## src/rtl/sync_counter_n.sv

```systemverilog
// sync_counter_n
// Parametrised synchronous up/down counter with modulus MODULO.
// Q and CO are registered; TC is a combinational look-ahead of the next wrap
// and is the enable for the next-higher stage when counters are cascaded.
// Priority on each rising edge: CLR > LOAD > EN (UP selects direction).

module sync_counter_n #(
  parameter int WIDTH       = 4,
  parameter int MODULO      = 16,
  parameter int RESET_VALUE = 0
) (
  input  logic             CLK,
  input  logic             RST,
  input  logic             CLR,
  input  logic             LOAD,
  input  logic [WIDTH-1:0] D,
  input  logic             EN,
  input  logic             UP,
  output logic [WIDTH-1:0] Q,
  output logic             TC,
  output logic             CO
);

  // ---------------------------------------------------------------------------
  // Elaboration-time parameter legality. An illegal combination stops the
  // build; there is no runtime handling of out-of-range configurations.
  // ---------------------------------------------------------------------------
  localparam longint unsigned SPAN = 64'd1 << WIDTH;

  if (WIDTH < 32'sd1) begin : g_bad_width
    $error("sync_counter_n: WIDTH must be at least 1");
  end

  if ((MODULO < 32'sd2) || (64'(MODULO) > SPAN)) begin : g_bad_modulo
    $error("sync_counter_n: MODULO must lie in 2 .. 2**WIDTH");
  end

  if ((RESET_VALUE < 32'sd0) || (RESET_VALUE >= MODULO)) begin : g_bad_reset
    $error("sync_counter_n: RESET_VALUE must be below MODULO");
  end

  // ---------------------------------------------------------------------------
  // Constants. MOD_EXT is one bit wider than the counter so that a full-range
  // modulus (2**WIDTH) is representable without truncation.
  // ---------------------------------------------------------------------------
  localparam logic [WIDTH:0]   MOD_EXT  = (WIDTH+1)'(MODULO);
  localparam logic [WIDTH-1:0] MAX_Q    = WIDTH'(MODULO - 1);
  localparam logic [WIDTH-1:0] ZERO_Q   = {WIDTH{1'b0}};
  localparam logic [WIDTH-1:0] RST_Q    = WIDTH'(RESET_VALUE);
  localparam logic [WIDTH:0]   ONE_EXT  = (WIDTH+1)'(1);

  // ---------------------------------------------------------------------------
  // Helper: load value with saturating clamp. Anything at or above the
  // modulus is pinned to the top legal count so Q can never leave range.
  // ---------------------------------------------------------------------------
  function automatic logic [WIDTH-1:0] clamp_load(input logic [WIDTH-1:0] d);
    logic [WIDTH:0] d_ext;
    d_ext = {1'b0, d};
    if (d_ext < MOD_EXT) begin
      clamp_load = d;
    end else begin
      clamp_load = MAX_Q;
    end
  endfunction

  // ---------------------------------------------------------------------------
  // State and next-state signals
  // ---------------------------------------------------------------------------
  logic [WIDTH-1:0] q_r;
  logic             co_r;

  logic [WIDTH-1:0] q_next_s;
  logic             co_next_s;

  logic [WIDTH:0]   up_sum_s;    // q + 1 at WIDTH+1 bits
  logic [WIDTH:0]   dn_diff_s;   // q - 1 at WIDTH+1 bits, MSB is the borrow
  logic             up_wrap_s;
  logic             dn_wrap_s;
  logic [WIDTH-1:0] up_val_s;
  logic [WIDTH-1:0] dn_val_s;
  logic [WIDTH-1:0] load_val_s;
  logic             at_max_s;
  logic             at_zero_s;

  // Extended-width increment/decrement and their wrap conditions.
  always_comb begin
    up_sum_s  = {1'b0, q_r} + ONE_EXT;
    dn_diff_s = {1'b0, q_r} - ONE_EXT;
    // q never exceeds MODULO-1, so reaching MOD_EXT is exactly the up wrap,
    // and a borrow out of the extended subtract is exactly the down wrap.
    up_wrap_s = (up_sum_s == MOD_EXT);
    dn_wrap_s = dn_diff_s[WIDTH];
    if (up_wrap_s) begin
      up_val_s = ZERO_Q;
    end else begin
      up_val_s = up_sum_s[WIDTH-1:0];
    end
    if (dn_wrap_s) begin
      dn_val_s = MAX_Q;
    end else begin
      dn_val_s = dn_diff_s[WIDTH-1:0];
    end
    load_val_s = clamp_load(D);
  end

  // Terminal-count detection on the registered count (WIDTH-bit compares).
  always_comb begin
    at_max_s  = (q_r == MAX_Q);
    at_zero_s = (q_r == ZERO_Q);
  end

  // Next-state selection with strict priority CLR > LOAD > EN.
  always_comb begin
    q_next_s  = q_r;
    co_next_s = 1'b0;
    if (CLR) begin
      q_next_s  = ZERO_Q;
      co_next_s = 1'b0;
    end else if (LOAD) begin
      q_next_s  = load_val_s;
      co_next_s = 1'b0;
    end else if (EN) begin
      case (UP)
        1'b1: begin
          q_next_s  = up_val_s;
          co_next_s = up_wrap_s;
        end
        1'b0: begin
          q_next_s  = dn_val_s;
          co_next_s = dn_wrap_s;
        end
        default: begin
          q_next_s  = q_r;
          co_next_s = 1'b0;
        end
      endcase
    end else begin
      q_next_s  = q_r;
      co_next_s = 1'b0;
    end
  end

  // Count and wrap-pulse registers; RST forces them asynchronously.
  always_ff @(posedge CLK or posedge RST) begin
    if (RST) begin
      q_r  <= RST_Q;
      co_r <= 1'b0;
    end else begin
      q_r  <= q_next_s;
      co_r <= co_next_s;
    end
  end

  // Look-ahead terminal count: high in the cycle before a wrapping edge.
  always_comb begin
    if (UP) begin
      TC = EN & at_max_s;
    end else begin
      TC = EN & at_zero_s;
    end
  end

  assign Q  = q_r;
  assign CO = co_r;

endmodule

```

## config.mk

```make
export PLATFORM = sky130hd
export DESIGN_NAME = sync_counter_n
export DESIGN_NICKNAME = d
export VERILOG_FILES = /design/src/rtl/sync_counter_n.sv
export SDC_FILE = /design/constraint.sdc
export NUM_CORES = 1
export LEC_CHECK = 0
export ABC_CLOCK_PERIOD_IN_PS = 1940
export CORE_AREA = 2 2 39 41
export DETAILED_ROUTE_END_ITERATION = 8
export DIE_AREA = 0 0 41 43
export SYNTH_ARGS = -nofsm -noshare
export SYNTH_HDL_FRONTEND = slang
export SYNTH_SLANG_ARGS = --single-unit
```

## constraint.sdc

```tcl
create_clock -name CLK -period 1.94 [get_ports CLK]
set_input_delay 0.194 -clock CLK [delete_from_list [all_inputs] [get_ports CLK]]
set_output_delay 0.194 -clock CLK [all_outputs]
set_load 0.02 [all_outputs]
```

**Yosys cells after proc, flatten, opt, wreduce, memory -nomap -nowiden**

Cells that the tools add are included.

- Flip-flop bits (word level): 5
- Input port bits: 10
- Output and inout bits: 6
- Logic and storage cells: 22

- Add/subtract/negate cells: 2
- Equal/unequal tests: 2
- Mux-type cells: 11
- Bitwise logic cells: 3
- Reductions and logical operators: 2

Operator list:

| cell | number |
|---|---|
| $mux 4 | 5 |
| $pmux 4 s2 | 1 |
| $add 4x1->5 const B | 1 |
| $eq 5x5->1 const B | 1 |
| $sub 4x1->5 const B | 1 |
| $eq 4x4->1 const B | 1 |
| $logic_not 4->1 | 1 |
| $mux 1 | 4 |
| $reduce_bool 3->1 | 1 |
| $and 1x1->1 | 2 |
| $pmux 1 s2 | 1 |
| $not 1->1 | 1 |

**Depth between registers and ports, before layout**

Gate-level depths: netlist of the first run.

- Depth in word-level cells: 7
- Depth in mapped cells: 6
- Mapped depth without buffers: 6

**Worst setup path after synthesis of the first run**

No wires, ideal clock.

- Kind: flip-flop to flip-flop
- Start: register q_r[0], in the netlist Q[0]
- End: register co_r, in the netlist CO
- Library setup time: 0.111 ns
- Arrival: 1.583 ns
- Data required time: 1.829 ns
- Path slack: 0.245 ns
- Cell stages (with the launch flop): 5
- Path buffers: 0
- Period minus slack after synthesis: 1.695 ns
- Cell sequence: dfrtp_1 -> inv_1 -> ha_1 -> or4b_4 -> a2111oi_2

- Word-level cells in the longest chain between the ends: 6
- Elaborated cells between the ends (all ways): 7
- Those cells by class: add/sub: 2; eq/ne: 1; mux: 4

RTL lines:

| item | RTL line | RTL |
|---|---|---|
| start, declared | 69 | `logic [WIDTH-1:0] q_r;` |
| start signal, assigned | 149 | `q_r <= q_next_s;` |
| $add 4x1->5 | 87 | `up_sum_s = {1'b0, q_r} + ONE_EXT;` |
| $eq 5x5->1 | 91 | `up_wrap_s = (up_sum_s == MOD_EXT);` |
| $pmux 1 s2 * | 123 | `case (UP)` |
| $mux 1 * | 122 | `end else if (EN) begin` |
| $mux 1 * | 119 | `end else if (LOAD) begin` |
| $mux 1 * | 116 | `if (CLR) begin` |
| net co_next_s | 73 | `logic co_next_s;` |
| end signal, assigned | 150 | `co_r <= co_next_s;` |
| end, declared | 70 | `logic co_r;` |

Mark *: on every way through the listed nets, which the timed path passes. The rest lies on a longest branch.
A chain may end at the register's enable or synchronous reset.

**Worst setup path after layout of the first run**

- Start: register q_r[0], in the netlist Q[0]
- End: output port TC

- Word-level cells in the longest chain between the ends: 3
- Elaborated cells between the ends (all ways): 5
- Those cells by class: eq/ne: 1; mux: 1; bitwise: 2; reduce/logical: 1

RTL lines:

| item | RTL line | RTL |
|---|---|---|
| $eq 4x4->1 / $logic_not 4->1 (equally long branches) | 108, 109 |  |
| $and 1x1->1 (on tied branches) | 157, 159 |  |
| $mux 1 * | 156 | `if (UP) begin` |
| end, declared | 20 | `output logic TC,` |

Mark *: on every way between the ends. The rest lies on a longest branch, timed or not.

==> metrics.yaml, run 1 <==
placement:
  io_buffers: 15
  post-place-cells: 86
  post_dp_cell_area_um2: 659
  gp_congestion: 0.768
  dp.final_hpwl_um: 893
clock_tree:
  worst_skew_pair.late_latency_ns: 0.24
  ctsHtreeMaxLevel: 1
  clock-root-buffer: "clkbuf_4"
  clockBufferDepth: 2
  cts_sinks: 5
  cts-buffers-inserted: 3
  clkSlewWorstSetupHoldPaths_ns: 0.04
  cts_tree: "done"
finish:
  final_cell_mix: "clkdlybuf4s50_1, buf_4, inv_1"
  final_common_cell: "clkdlybuf4s50_1"
  antenna_cells: 0
  seq_area_um2: 125
  drive_gt1_share_pct: 21.6
  multiInputGateArea_um2: 289
  areaGrowthSynthToFinish_pct: 48.6
  final_nets: 88
  fin_cells: 90
  final_area_um2: 684
  nFillCells: 142
synthesis:
  seq_area_frac_synth_pct: 27.2
  syn_inst: 51
  ys_top_cells_by_area: "dfrtp_1, ha_1, a2111oi_2"
  synth_ff_type: "dfrtp_1"
  post-synth-top-area-cell: "dfrtp_1"
  avgSynthCellArea_um2: 9.03
  synth_top_area_share_pct: 27.2
  ys_warn_count: 0
  ys_seq_elements: 5
  synthArstFlopShare_pct: 100
  synth-edff-count: 0
  synth_nets: 64
  synth_area_um2: 460
  yosys.cell_types.count: 29
floorplan:
  dieWidth_um: 41
  rows: 14
  start_util_pct: 33.3
  coreArea_um2: 1380
  io_pins: 16
  die_h_um: 43
  die_area_um2: 1760
sta:
  fin_tns_setup_ns: 0
  max_freq_mhz: 591
  relSlewSlack_pct: 78.2
  min_period_ns: 1.69
  final.setup_skew_ns: 0.00212
  setup_viol: 0
  min_period_over_period_pct: 87.2
  drv_slew: 0
  tightest_slew_ns: 0.322
  rsz0062_at_grt: "no"
  hold_viol_final: 0
power:
  leakage_uw: 0.000289
  ir_drop_mv: 0.271
  power_density_nw_per_um2: 544
routing:
  vias: 453
  routedWlPerCell_um: 12.2
  dr.pass1.iters: 4
  drt-initial-drc-count: 6
  wl_um: 1100
  viasPerCell: 5.03
  drc_errors: 0
  drtAntennaViolNets: 0
global_route:
  grt_max_degree: 10
  overflow: 0
  grt_first_pass_wirelength_um: 1890
  grt_util_all_layers_pct: 15.3
  antenna_found_initial: 0
  grt_pass1_vias: 456
critical_path:
  r2r_end: "CO$_DFF_PP0_"
  crit_arrival_ns: 1.50
  critical_path_class: "flip-flop to output pin"
  end_kind: "output pin"
  reg2reg_from: "Q[0]$_DFFE_PP0P_"
  critPathRequiredTime_ns: 1.75
  r2r_cells: 4
  timing.reg2reg.setup_slack_ns: 0.27
  critPathMaxFanout: 3
  timing.critical_path.from: "Q[0]$_DFFE_PP0P_"
  cp-start-kind: "flip-flop"
hold_path:
  hold_path_class: "input port to asynchronous set/reset pin"
run:
  max_cap_violations: 0
outcome:
  outcome: "complete, no violations"
[metrics by stage]
step                utilization, %  hold WS, ns  setup slack, ns  power [uW]
floorplan                        -      -0.0275            0.245         197
global placement              47.6        0.413            0.108         254
detailed placement            47.6        0.412            0.123         254
CTS                           49.5        0.150            0.224         378
global route                  49.5        0.168            0.119         405
finish                        49.5        0.149            0.248         372
[worst max-delay path, cell delays in order (launching register included)]
cell	delay (ns)
dfrtp_1	0.41
inv_1	0.12
ha_1	0.16
nand3b_1	0.07
a21boi_0	0.16
dlygate4sd2_1	0.35
[logic make-up (layout without fill, tap and decap cells)]
| group | after synthesis | in the layout | share of synthesized area, % |
|---|---|---|---|
| mux | 1 | 1 | 2.45 |
| flops | 5 | 5 | 27.2 |
| fa+ha+maj | 3 | 3 | 8.15 |
| xor+xnor | 1 | 1 | 1.90 |
| compound gates | 19 | 19 | 31.5 |
| simple gates | 13 | 13 | 18.8 |
| buf+inv | 9 | 32 | 10.1 |
[synth_stat cells, drive strengths merged (2+ instances only)]
master,instances
nor2b,2
a21oi,5
nor3,2
dfrtp,5
buf,3
a211oi,2
ha,3
a21boi,3
o21bai,2
nor2,2
inv,6
a2111oi,2
[flip-flops by register name, indices dropped and copies added, names as in the netlist]
register and flops:
Q 4, CO 1
[final cells by class]
| type | instances | share of cell area (%) |
|---|---|---|
| clock buffer | 4 | 3.84 |
| timing repair buffer | 22 | 29.4 |
| tap | 16 | 2.93 |
| inverter | 6 | 3.29 |
| sequential | 5 | 18.3 |
| multi-input combinational | 37 | 42.2 |
[report_power, final]
part           switching, uW  internal, uW
registers               9.29           112
clock network           42.8          77.8
logic                   61.3          69.6
[metal layers]
| metal | track usage (%) | part of all wire [%] | vias to the layer above |
|---|---|---|---|
| li1 | - | - | 233 |
| met1 | 20.1 | 43 | 204 |
| met2 | 23.4 | 49 | 14 |
| met3 | 4.71 | 7.4 | 2 |
| met4 | 4.00 | 0.82 | 0 |
| met5 | 0 | 0 | - |
[how the worst max path moves through the flow]
| stage | end | slack [ns] | depth (start not counted) |
|---|---|---|---|
| 5_1_grt | CO$_DFF_PP0_ | 0.12 | 4 |
| 3_5_place_dp | TC | 0.12 | 4 |
| 6_report | TC | 0.25 | 5 |
| 2_1_floorplan | CO$_DFF_PP0_ | 0.25 | 4 |
| 3_3_place_gp | TC | 0.11 | 4 |
| 4_1_cts | TC | 0.22 | 5 |
[timing repair]
item	in CTS	in global routing
resized for setup	1	0
setup buffers	0	0
setup endpoints to repair	1	0
hold buffers	0	0
Power figures use the tool's default switching activity.
==> run 2, diff against run 1 <==
RECOVER_POWER = 25   (was default)
SKIP_CTS_REPAIR_TIMING = 1   (was default)
==> run 2 against run 1 <==
Effect of this change:
- cell count unchanged
- non-clock buffer count unchanged
- worst hold slack improved by 0.14 ns
- first-iteration DRC count unchanged
- global-route usage unchanged
- register-to-register slack about the same
- utilization increased by 0.27 points
- sequential share of layout area decreased by 0.10 points
- die area unchanged
- clock-buffer cell count unchanged
- critical path type is now flip-flop to flip-flop
- critical endpoint is now CO$_DFF_PP0_
- largest cell class unchanged
- highest routed layer unchanged
==> metrics.yaml, run 2 (synthesis gave the netlist of run 1 again) <==
outcome:
  outcome: "complete, no violations"
floorplan:
  start_util_pct: 33.3
  coreArea_um2: 1380
  die_area_um2: 1760
  dieWidth_um: 41
  rows: 14
  die_h_um: 43
  io_pins: 16
sta:
  final.setup_skew_ns: 0.00212
  tightest_slew_ns: 0.322
  fin_ws_ns: 0.267
  max_freq_mhz: 598
  drv_slew: 0
  relSlewSlack_pct: 78.2
  rsz0062_at_grt: "no"
  fin_tns_setup_ns: 0
  min_period_over_period_pct: 86.3
  hold_viol_final: 0
  setup_viol: 0
  hold_slack_ns: 0.286
  min_period_ns: 1.67
run:
  max_cap_violations: 0
power:
  power_density_nw_per_um2: 541
  ir_drop_mv: 0.270
  leakage_uw: 0.000302
critical_path:
  end_kind: "flip-flop"
  cp-start-kind: "flip-flop"
  critical_path_class: "flip-flop to flip-flop"
  critPathRequiredTime_ns: 2.08
  cpPeakStageDelay_ns: 0.50
  crit_chain: "inv_1 > ha_1 > or4b_4 > a2111oi_2"
  critPathMaxFanout: 5
  crit_slowest_cell: "or4b_4"
  timing.reg2reg.setup_slack_ns: 0.27
  crit_arrival_ns: 1.81
clock_tree:
  cts_sinks: 5
  worst_skew_pair.late_latency_ns: 0.24
  cts-buffers-inserted: 3
  clkSlewWorstSetupHoldPaths_ns: 0.04
  clock-root-buffer: "clkbuf_4"
  clockBufferDepth: 2
  cts_tree: "done"
  ctsHtreeMaxLevel: 1
routing:
  dr.pass1.iters: 4
  wl_um: 1100
  drtAntennaViolNets: 0
  drt-initial-drc-count: 6
  vias: 453
  routedWlPerCell_um: 12.2
  viasPerCell: 5.03
  drc_errors: 0
finish:
  final_common_cell: "clkdlybuf4s50_1"
  final_nets: 88
  areaGrowthSynthToFinish_pct: 49.5
  largest_register_ffs: 4
  final_cell_mix: "clkdlybuf4s50_1, buf_4, inv_1"
  final_util_pct: 49.7
  antenna_cells: 0
  drive_gt1_share_pct: 21.6
global_route:
  overflow: 0
  grt_first_pass_wirelength_um: 1890
  grt_util_all_layers_pct: 15.3
  antenna_found_initial: 0
  grt_max_degree: 10
  grt_pass1_vias: 456
placement:
  gp_congestion: 0.768
  post-place-ws_ns: 0.123
  io_buffers: 15
  dp.final_hpwl_um: 893
hold_path:
  hold_path_class: "input port to asynchronous set/reset pin"
## run 2: through the flow
step           area, um2  cells  total power (uW)
2_1_floorplan        460     51               197
3_3_place_gp         659     86               254
3_5_place_dp         659     86               254
4_1_cts              686     90               378
5_1_grt              688     90               405
6_report             688     90               373
## run 2: final timing paths
kind                                       start               end  depth (start not counted)
min in group CLK                            D[3]  Q[3]$_DFFE_PP0P_                          3
worst max register to register  Q[0]$_DFFE_PP0P_      CO$_DFF_PP0_                          4
worst max-delay path            Q[0]$_DFFE_PP0P_      CO$_DFF_PP0_                          4
worst min-delay path                         RST  Q[3]$_DFFE_PP0P_                          2
max in group asynchronous                    RST  Q[2]$_DFFE_PP0P_                          2
worst min register to register  Q[2]$_DFFE_PP0P_      CO$_DFF_PP0_                          3
## run 2: cell type report
type / instances / area [um2]
fill: 142 / 696
multi-input combinational: 37 / 289
timing repair buffer: 22 / 205
sequential: 5 / 125
clock buffer: 4 / 26.3
inverter: 6 / 22.5
tap: 16 / 20.0
## run 2: worst max-delay path: cells and delay by family (launching register included)
family	cells	cell delay, ns
buf+inv	1	0.12
simple gates	1	0.50
fa+ha+maj	1	0.25
compound gates	1	0.30
flops	1	0.41
## run 2: power by group
group          switching [uW]  internal [uW]
Combinational            61.3           69.8
Clock                    42.8           77.8
Sequential               9.29            112
Total                     113            259
## run 2: per-layer routing
layer	global-route usage, %	share of wire (%)	up-vias
li1	-	-	233
met1	20.1	43	204
met2	23.4	49	14
met3	4.71	7.2	2
met4	4.00	0.82	0
met5	0	0	-
